$ cat config.mk
export PLATFORM = sky130hd
export DESIGN_NAME = blackjack_table
export DESIGN_NICKNAME = d
export VERILOG_FILES = /design/src/rtl/blackjack_pkg.sv /design/src/rtl/card_lfsr.sv /design/src/rtl/blackjack_table.sv
export SDC_FILE = /design/constraint.sdc
export NUM_CORES = 1
export LEC_CHECK = 0
export ABC_CLOCK_PERIOD_IN_PS = 5900
export CAP_MARGIN = 20
export CORE_UTILIZATION = 47
export DETAILED_ROUTE_END_ITERATION = 6
export PLACE_DENSITY = 0.69
export SLEW_MARGIN = 20
export SYNTH_ARGS = -nofsm -noshare
export SYNTH_HDL_FRONTEND = slang
export SYNTH_HIERARCHICAL = 1
export SYNTH_SLANG_ARGS = --single-unit
$ cat constraint.sdc
create_clock -name clk -period 5.9 [get_ports clk]
set_input_delay 1.18 -clock clk [delete_from_list [all_inputs] [get_ports clk]]
set_output_delay 1.18 -clock clk [all_outputs]
set_load 0.02 [all_outputs]
$ cat src/rtl/blackjack_pkg.sv
// Shared state encoding, card decode and hand-value arithmetic for the blackjack table.
package blackjack_pkg;
   localparam int unsigned HAND_W = 6;
   localparam int unsigned CARD_W = 4;

   typedef enum logic [2:0] {
      S_IDLE, S_DEAL, S_PLAYER, S_DEALER, S_RESOLVE, S_DONE
   } state_e;

   // Raw 4-bit field to card value: 0 is an ace, 10..15 are ten-valued cards.
   function automatic logic [CARD_W-1:0] card_decode(input logic [CARD_W-1:0] v);
      logic [CARD_W-1:0] c;
      if (v == CARD_W'(0))       c = CARD_W'(1);
      else if (v >= CARD_W'(10)) c = CARD_W'(10);
      else                       c = v;
      return c;
   endfunction

   // One ace counts as eleven whenever that keeps the hand within the limit.
   function automatic logic [HAND_W-1:0] hand_value(input logic [HAND_W-1:0] hard,
                                                    input logic              has_ace,
                                                    input int unsigned       limit);
      logic [HAND_W-1:0] v;
      v = hard;
      if (has_ace && (32'(hard) + 32'd10 <= limit)) v = hard + HAND_W'(10);
      return v;
   endfunction
endpackage

$ cat src/rtl/card_lfsr.sv
// Seeded Fibonacci LFSR card source; advances once per drawn card.
module card_lfsr
   import blackjack_pkg::*;
#(
   parameter int unsigned LFSR_W = 8
) (
   input  logic              clk,
   input  logic              reset,
   input  logic              load,
   input  logic [LFSR_W-1:0] seed,
   input  logic              advance,
   output logic [CARD_W-1:0] card_c
);
   // Feedback taps (bit index = exponent-1) of a maximal-length polynomial per width.
   function automatic logic [LFSR_W-1:0] tap_mask();
      logic [31:0] m;
      case (LFSR_W)
         4:       m = 32'h0000_000C;
         5:       m = 32'h0000_0014;
         6:       m = 32'h0000_0030;
         7:       m = 32'h0000_0060;
         8:       m = 32'h0000_00B8;
         9:       m = 32'h0000_0110;
         10:      m = 32'h0000_0240;
         11:      m = 32'h0000_0500;
         12:      m = 32'h0000_0829;
         13:      m = 32'h0000_100D;
         14:      m = 32'h0000_2015;
         15:      m = 32'h0000_6000;
         16:      m = 32'h0000_D008;
         default: m = 32'd3 << (LFSR_W - 2);
      endcase
      return m[LFSR_W-1:0];
   endfunction

   localparam logic [LFSR_W-1:0] TAPS = tap_mask();

   logic [LFSR_W-1:0] lfsr_q, lfsr_d;

   always_comb begin
      lfsr_d = lfsr_q;
      if (load)         lfsr_d = (seed == '0) ? LFSR_W'(1) : seed;
      else if (advance) lfsr_d = {lfsr_q[LFSR_W-2:0], ^(lfsr_q & TAPS)};
   end

   always_ff @(posedge clk or negedge reset) begin
      if (!reset) lfsr_q <= LFSR_W'(1);
      else        lfsr_q <= lfsr_d;
   end

   assign card_c = card_decode(lfsr_q[CARD_W-1:0]);
endmodule

$ cat src/rtl/blackjack_table.sv
// Multi-player blackjack round controller: deal, player turns, dealer turn, resolve.
module blackjack_table
   import blackjack_pkg::*;
#(
   parameter int unsigned NPLAYERS = 2,
   parameter int unsigned LIMIT    = 21,
   parameter int unsigned STAND    = 17,
   parameter int unsigned LFSR_W   = 8
) (
   input  logic                       clk,
   input  logic                       reset,
   input  logic                       start,
   input  logic                       hit,
   input  logic                       pass,
   input  logic [LFSR_W-1:0]          seed,
   input  logic                       card_load,
   input  logic [CARD_W-1:0]          card_in,
   output logic [NPLAYERS*HAND_W-1:0] hand_pl,
   output logic [HAND_W-1:0]          hand_dl,
   output logic [1:0]                 active,
   output logic                       busy,
   output logic                       done,
   output logic [NPLAYERS-1:0]        winner,
   output logic [NPLAYERS-1:0]        loser,
   output logic [NPLAYERS-1:0]        push,
   output logic [NPLAYERS-1:0]        bust
);
   localparam int unsigned NSEATS   = NPLAYERS + 1;
   localparam int unsigned DEAL_LEN = 2 * NSEATS;
   localparam int unsigned CNT_W    = $clog2(DEAL_LEN);
   localparam int unsigned SEAT_W   = 3;
   localparam logic [HAND_W-1:0] LIM_H   = HAND_W'(LIMIT);
   localparam logic [HAND_W-1:0] STAND_H = HAND_W'(STAND);

   state_e                     state_q, state_d;
   logic [HAND_W-1:0]          hard_q [NSEATS];
   logic [HAND_W-1:0]          hard_d [NSEATS];
   logic [HAND_W-1:0]          val_c  [NSEATS];
   logic                       ace_q  [NSEATS];
   logic                       ace_d  [NSEATS];
   logic [CNT_W-1:0]           deal_q, deal_d;
   logic [1:0]                 active_q, active_d;
   logic                       busy_q, busy_d, done_q, done_d;
   logic [NPLAYERS-1:0]        winner_q, winner_d, loser_q, loser_d;
   logic [NPLAYERS-1:0]        push_q, push_d, bust_q, bust_d;
   logic [NPLAYERS*HAND_W-1:0] hand_pl_q, hand_pl_d;
   logic [HAND_W-1:0]          hand_dl_q, hand_dl_d;

   logic                       draw_c, lfsr_load_c, adv_c;
   logic [SEAT_W-1:0]          seat_c;
   logic [CARD_W-1:0]          lfsr_card_c, card_c;
   logic [HAND_W-1:0]          act_hard_c, act_val_c, new_hard_c;
   logic                       act_ace_c, new_ace_c, all_bust_c, dl_bust_c;

   card_lfsr #(.LFSR_W(LFSR_W)) u_card_lfsr (
      .clk     (clk),
      .reset   (reset),
      .load    (lfsr_load_c),
      .seed    (seed),
      .advance (draw_c),
      .card_c  (lfsr_card_c)
   );

   assign card_c = card_load ? card_in : lfsr_card_c;

   always_comb begin
      for (int unsigned s = 0; s < NSEATS; s++) val_c[s] = hand_value(hard_q[s], ace_q[s], LIMIT);
   end

   // Active player's hand, the hand it would become on a hit, and table-wide bust status.
   always_comb begin
      act_hard_c = '0;
      act_ace_c  = 1'b0;
      act_val_c  = '0;
      all_bust_c = 1'b1;
      for (int unsigned i = 0; i < NPLAYERS; i++) begin
         if (active_q == 2'(i)) begin
            act_hard_c = hard_q[i];
            act_ace_c  = ace_q[i];
            act_val_c  = val_c[i];
         end
         if (hard_q[i] <= LIM_H) all_bust_c = 1'b0;
      end
      new_hard_c = act_hard_c + HAND_W'(card_c);
      new_ace_c  = act_ace_c | (card_c == CARD_W'(1));
      dl_bust_c  = hard_q[NPLAYERS] > LIM_H;
   end

   always_comb begin
      state_d     = state_q;
      hard_d      = hard_q;
      ace_d       = ace_q;
      deal_d      = deal_q;
      active_d    = active_q;
      winner_d    = winner_q;
      loser_d     = loser_q;
      push_d      = push_q;
      draw_c      = 1'b0;
      seat_c      = '0;
      lfsr_load_c = 1'b0;
      adv_c       = 1'b0;

      case (state_q)
         S_IDLE, S_DONE: begin
            if (start) begin
               lfsr_load_c = 1'b1;
               state_d     = S_DEAL;
               deal_d      = '0;
               active_d    = '0;
               winner_d    = '0;
               loser_d     = '0;
               push_d      = '0;
               for (int unsigned s = 0; s < NSEATS; s++) begin
                  hard_d[s] = '0;
                  ace_d[s]  = 1'b0;
               end
            end
         end
         S_DEAL: begin
            // Two passes round the table, players first then dealer.
            draw_c = 1'b1;
            seat_c = (deal_q < CNT_W'(NSEATS)) ? SEAT_W'(deal_q) : SEAT_W'(deal_q - CNT_W'(NSEATS));
            if (deal_q == CNT_W'(DEAL_LEN - 1)) begin
               state_d  = S_PLAYER;
               active_d = '0;
            end else begin
               deal_d = deal_q + CNT_W'(1);
            end
         end
         S_PLAYER: begin
            seat_c = SEAT_W'(active_q);
            if (act_val_c == LIM_H || pass) begin
               adv_c = 1'b1;
            end else if (hit) begin
               draw_c = 1'b1;
               if (new_hard_c > LIM_H || hand_value(new_hard_c, new_ace_c, LIMIT) == LIM_H) adv_c = 1'b1;
            end
            if (adv_c) begin
               if (active_q == 2'(NPLAYERS - 1)) state_d  = S_DEALER;
               else                               active_d = active_q + 2'd1;
            end
         end
         S_DEALER: begin
            if (all_bust_c || val_c[NPLAYERS] >= STAND_H) begin
               state_d = S_RESOLVE;
            end else begin
               draw_c = 1'b1;
               seat_c = SEAT_W'(NPLAYERS);
            end
         end
         S_RESOLVE: begin
            for (int unsigned i = 0; i < NPLAYERS; i++) begin
               winner_d[i] = 1'b0;
               loser_d[i]  = 1'b0;
               push_d[i]   = 1'b0;
               if (hard_q[i] > LIM_H)                             loser_d[i]  = 1'b1;
               else if (dl_bust_c || val_c[i] > val_c[NPLAYERS]) winner_d[i] = 1'b1;
               else if (val_c[i] < val_c[NPLAYERS])              loser_d[i]  = 1'b1;
               else                                               push_d[i]   = 1'b1;
            end
            state_d = S_DONE;
         end
         default: state_d = S_IDLE;
      endcase

      if (draw_c) begin
         for (int unsigned s = 0; s < NSEATS; s++) begin
            if (seat_c == SEAT_W'(s)) begin
               hard_d[s] = hard_q[s] + HAND_W'(card_c);
               ace_d[s]  = ace_q[s] | (card_c == CARD_W'(1));
            end
         end
      end

      hand_pl_d = '0;
      bust_d    = '0;
      for (int unsigned i = 0; i < NPLAYERS; i++) begin
         hand_pl_d[i*HAND_W +: HAND_W] = hand_value(hard_d[i], ace_d[i], LIMIT);
         bust_d[i] = hard_d[i] > LIM_H;
      end
      hand_dl_d = hand_value(hard_d[NPLAYERS], ace_d[NPLAYERS], LIMIT);
      busy_d    = state_d inside {S_DEAL, S_PLAYER, S_DEALER, S_RESOLVE};
      done_d    = (state_d == S_DONE);
   end

   always_ff @(posedge clk or negedge reset) begin
      if (!reset) begin
         state_q   <= S_IDLE;
         hard_q    <= '{default: '0};
         ace_q     <= '{default: 1'b0};
         deal_q    <= '0;
         active_q  <= '0;
         busy_q    <= 1'b0;
         done_q    <= 1'b0;
         winner_q  <= '0;
         loser_q   <= '0;
         push_q    <= '0;
         bust_q    <= '0;
         hand_pl_q <= '0;
         hand_dl_q <= '0;
      end else begin
         state_q   <= state_d;
         hard_q    <= hard_d;
         ace_q     <= ace_d;
         deal_q    <= deal_d;
         active_q  <= active_d;
         busy_q    <= busy_d;
         done_q    <= done_d;
         winner_q  <= winner_d;
         loser_q   <= loser_d;
         push_q    <= push_d;
         bust_q    <= bust_d;
         hand_pl_q <= hand_pl_d;
         hand_dl_q <= hand_dl_d;
      end
   end

   assign hand_pl = hand_pl_q;
   assign hand_dl = hand_dl_q;
   assign active  = active_q;
   assign busy    = busy_q;
   assign done    = done_q;
   assign winner  = winner_q;
   assign loser   = loser_q;
   assign push    = push_q;
   assign bust    = bust_q;
endmodule

# Word level (Yosys, flattened, before mapping)
# Cells that the tools add are included.
# totals
ff_bits,65
input_bits,18
out_inout_bits,30
elab_cells,196
# classes
addsub,21
n_lt_le_gt_ge,22
eq_ne,22
mux,82
bitwise,4
reduce_logical,27
# op_table
cell,count
6-bit 2-to-1 mux,17
18-bit 2-to-1 mux,3
6-bit by 4-bit adder with 7-bit output (second input constant),7
7-bit by 5-bit <= comparator with 1-bit output (second input constant),7
6-bit by 4-bit adder with 6-bit output (second input constant),7
6-bit by 5-bit greater-than comparator with 1-bit output (second input constant),6
3-bit 2-to-1 mux,11
1-bit 2-to-1 mux,32
6-bit by 4-bit adder with 6-bit output,4
8-bit 2-to-1 mux,3
3-bit by 2-bit == test with 1-bit output (second input constant),5
3-bit == test (second input constant),5
3-bit case mux with 5 select lines,1
6-bit by 5-bit == test with 1-bit output (second input constant),2
6-bit greater-than comparator,2
6-bit by 5-bit <= comparator with 1-bit output (second input constant),2
6-bit less-than comparator,2
4-bit 2-to-1 mux,3
2-bit case mux with 2 select lines,3
2-bit 2-to-1 mux,5
2-bit != test (second input constant),5
3-bit by 1-bit == test with 1-bit output (second input constant),3
3-bit case mux with 3 select lines,1
8-bit logical NOT,1
other kinds (25),41

# Depth between registers and ports, before layout
# depth
ltp_word,22
mapped_depth,22
ltp_nobuf,21

# Hierarchy
# The synthesis kept the hierarchy.
# modules_own_cells
mod,n_inst,cells_each,area_each_um2,seq_area_each_um2
blackjack_table,1,658,5343.9,1351.3
card_lfsr,1,47,471.7,201.4

# Worst setup path after synthesis
# OpenSTA, ideal clock, no wires.
# synth_path
path_kind,reg-to-reg
from,register hard_q[1] (netlist name)
to,"register hand_dl_q[4], in the netlist hand_dl[4]"
setup_time_ns,0.125
t_arrival_ns,5.017
required_time_ns,5.775
slack_ns,0.759
path_stages_with_launch,21
n_path_buf,2
synth_period_minus_slack_ns,5.141
path_cell_list,dfrtp_1 -> clkbuf_1 -> inv_1 -> ha_1 -> and3b_1 -> o21ai_0 -> o31ai_1 -> o21a_1 -> o211ai_1 -> nor2_1 -> o21ai_4 -> clkbuf_1 -> o21ai_0 -> ha_1 -> a21oi_1 -> a22o_1 -> a2111oi_0 -> xnor2_1 -> nand2_1 -> or3_1 -> mux2_2
# synth_lines
item,line,source
start: declaration,blackjack_table.sv:36,logic [HAND_W-1:0] hard_q [NSEATS];
start signal: assignment,blackjack_table.sv:203,hard_q <= hard_d;
end signal: assignment,blackjack_table.sv:214,hand_dl_q <= hand_dl_d;
end: declaration,blackjack_table.sv:47,"logic [HAND_W-1:0] hand_dl_q, hand_dl_d;"

==> reports/results.txt <==
Status - finished clean
Total core area - 12000 sq um
DRC viols - 0
Final Util - 55.8%
ANT nets after route - 0
Fmax achieved - 180 MHz
Post-route cell area - 6700 sq um
Clock buffer depth - 2
Setup crit end kind - register
Setup ws final - 360 ps
R2R setup slack - 360 ps
RSZ-0062 raised after global routing - false
Initial DRT Pass Iterations - 5
GRT busiest layer - met2
Placed cell count - 875
Most common cell in the synthesized netlist - nand2_1
Yosys warns - 6
Mux cell area share after synthesis - 6.05%
# diodes - 0
DRT iter0 DRCs - 340
Row count - 40
Num CTS Buffers - 9
Max-Cap Viols - 0
Clock Pin Slew Worst Setup and Hold Paths - 60 ps
Post-Syn Area - 5820 sq um
Leak - 3.07 nW
Critical Path RT - 6120 ps
Synth cell types - 72
Power, Total - 4.42 mW
Gpl congestion - 0.912
GRT met1 Usage - 30.2%
Drt wl/cell - 16.4 microns
Clock skew - 7.71 ps
Fin crit share - 93.9%
Initial antenna violation count - 0
Initial Util - 48.4%
Setup TNS Final - 0 ps
Layout cell share with drive strength beyond 1 - 8.47%
Fin nets - 813
Clock sinks - 62
Post-Synth XOR/XNOR Area - 5.57%
Post-Route WL - 14600 microns
I/O pin count - 48
Synth top cells by count - 69 x nand2_1, 67 x o21ai_0, 61 x dfrtp_1, 52 x ha_1, 49 x inv_1
Final hold violation count - 0
Met3 usage - 4.55%
VDD IR-drop max - 264 uV
Post-synthesis instance total - 705
Max Slew Vio Count - 0
Clock tree from TritonCTS - yes
Grt ovf - 0
M2 GR Usage - 40.1%
Syn_area_per_cell - 8.25 sq um
Top cells by area, synth - dfrtp_1 26%, ha_1 11%, o21ai_0 5.8%, nand2_1 4.5%, xnor2_1 3.5%
Adder-cell share of the synthesized area - 12.9%
Worst Tran Pin Value - 999 ps
Max-Slew Margin vs Limit - 32.6%
Placed wire-length estimate - 10900 microns
Die area - 12800 sq um
H-tree levels - 3
Final setup fails - 0
Root Driver - clkbuf_16
Hold Slack - 495 ps
Number of global-route vias before repair - 5036
Largest family of logic cells by synthesized area - compound AO/OA/AOI/OAI gates
Syn nets - 779
Critical Path Source Type - register
Crit path DAT - 5770 ps
Number of synthesized register bits - 62
Global-route wire length before repair - 24500 microns
Period minus WS final - 5540 ps
Synth area leader - dfrtp_1
Post-placement cell area - 6380 sq um
Sequential area share after synthesis - 26.7%
DP Worst Slack - 210 ps
Die X - 113 microns
Hold-fix buffers, CTS - 0
Gr usage total - 24.2%
EDFF count, synth - 0
Largest net degree at the start of global routing - 63
Die Y-Extent - 113 microns
Dominant synthesized flop cell - dfrtp_1
Simple-gate share of the synthesized area - 20.0%
HP Class - reg2reg
Synth async-reset ratio - 100%
I/O Buffers - 47
Pwr dens - 660 nW/um^2
CP Class - reg2reg
Final Non-Filler Cells - 891
Vias - 5229
Post-DR vias/cell - 5.87
P&R area growth vs syn - 15.2%
Synth top area share - 26.2%
Post-synthesis compound-gate area fraction - 22.8%
Worst-Skew Late Latency - 350 ps
Crit-path max FO - 13
layout make-up:
class | count | area (sq um)
well taps | 147 | 184
inverters | 49 | 184
flip-flops and latches | 62 | 1550
fillers | 1084 | 5310
clock inverters | 7 | 96.3
clock buffers | 9 | 225
repair buffers | 57 | 541
multi-input cells | 560 | 3920
placed cells by master, fill, tap and decap left out, types with 11 or more instances in the layout:
cell type and count:
a21o_1 18, a21oi_1 36, clkdlybuf4s50_1 46, dfrtp_1 61, ha_1 52, inv_1 49, mux2_2 13, mux2i_1 19
nand2_1 69, nand3_1 30, nor2_1 47, nor2b_1 11, nor3_1 12, o21ai_0 66, xnor2_1 23, xor2_1 14
worst max-delay path, cell delays in order, from the launching register on:
cell	delay (ps)
dfrtp_1	590
inv_1	180
ha_1	350
and3b_1	190
o211a_1	260
o211a_1	250
nor4b_4	380
a2111oi_2	120
or2_4	300
o21ai_4	300
nand3_1	130
o21ai_1	240
ha_1	360
a21oi_1	90
a22o_1	250
a2111oi_0	500
xnor2_1	190
nand2_1	160
or3_1	330
mux2_2	260
metal layers:
layer	up-vias	share of wire, %
met5	-	0
met1	2467	44
met3	36	4.7
li1	2575	-
met4	0	2.8
met2	151	48
what timing repair did:
| action | in CTS | in global routing |
|---|---|---|
| setup buffers | 0 | 0 |
| endpoints found under the hold margin | 0 | 0 |
| gates resized for setup | 0 | 2 |
| endpoints found under the setup margin | 0 | 3 |
state kept, by name (all words and copies together), names as in the netlist:
register / cells
u_card_lfsr/lfsr_q: 8
active: 2
busy: 1
hand_pl: 12
done: 1
deal_q: 3
state_q: 3
loser: 2
hand_dl: 6
bust: 2
hard_q: 15
push: 2
ace_q: 3
winner: 2
kinds of logic after synthesis:
group,Yosys count
and+or+nand+nor,231
AOI/OAI and AO/OA,201
buffers and inverters,83
DFF,62
adders and majority gates,58
xor gates and xnor gates,37
muxes,33
final timing paths:
check                               start    endpoint  cells after the start
worst max-delay path            hard_q[7]  hand_dl[4]                     19
worst min-delay path            winner[1]   winner[1]                      2
worst max register to register  hard_q[7]  hand_dl[4]                     19
worst min register to register  winner[1]   winner[1]                      2
max in group asynchronous           reset     bust[1]                      2
min in group asynchronous           reset  hard_q[16]                      2
where the power goes:
part	switching (mW)	total, mW	internal (mW)
Sequential	0.236	0.834	0.599
Combinational	1.75	3.01	1.26
Clock	0.205	0.575	0.370
Power figures use the tool's default switching activity.
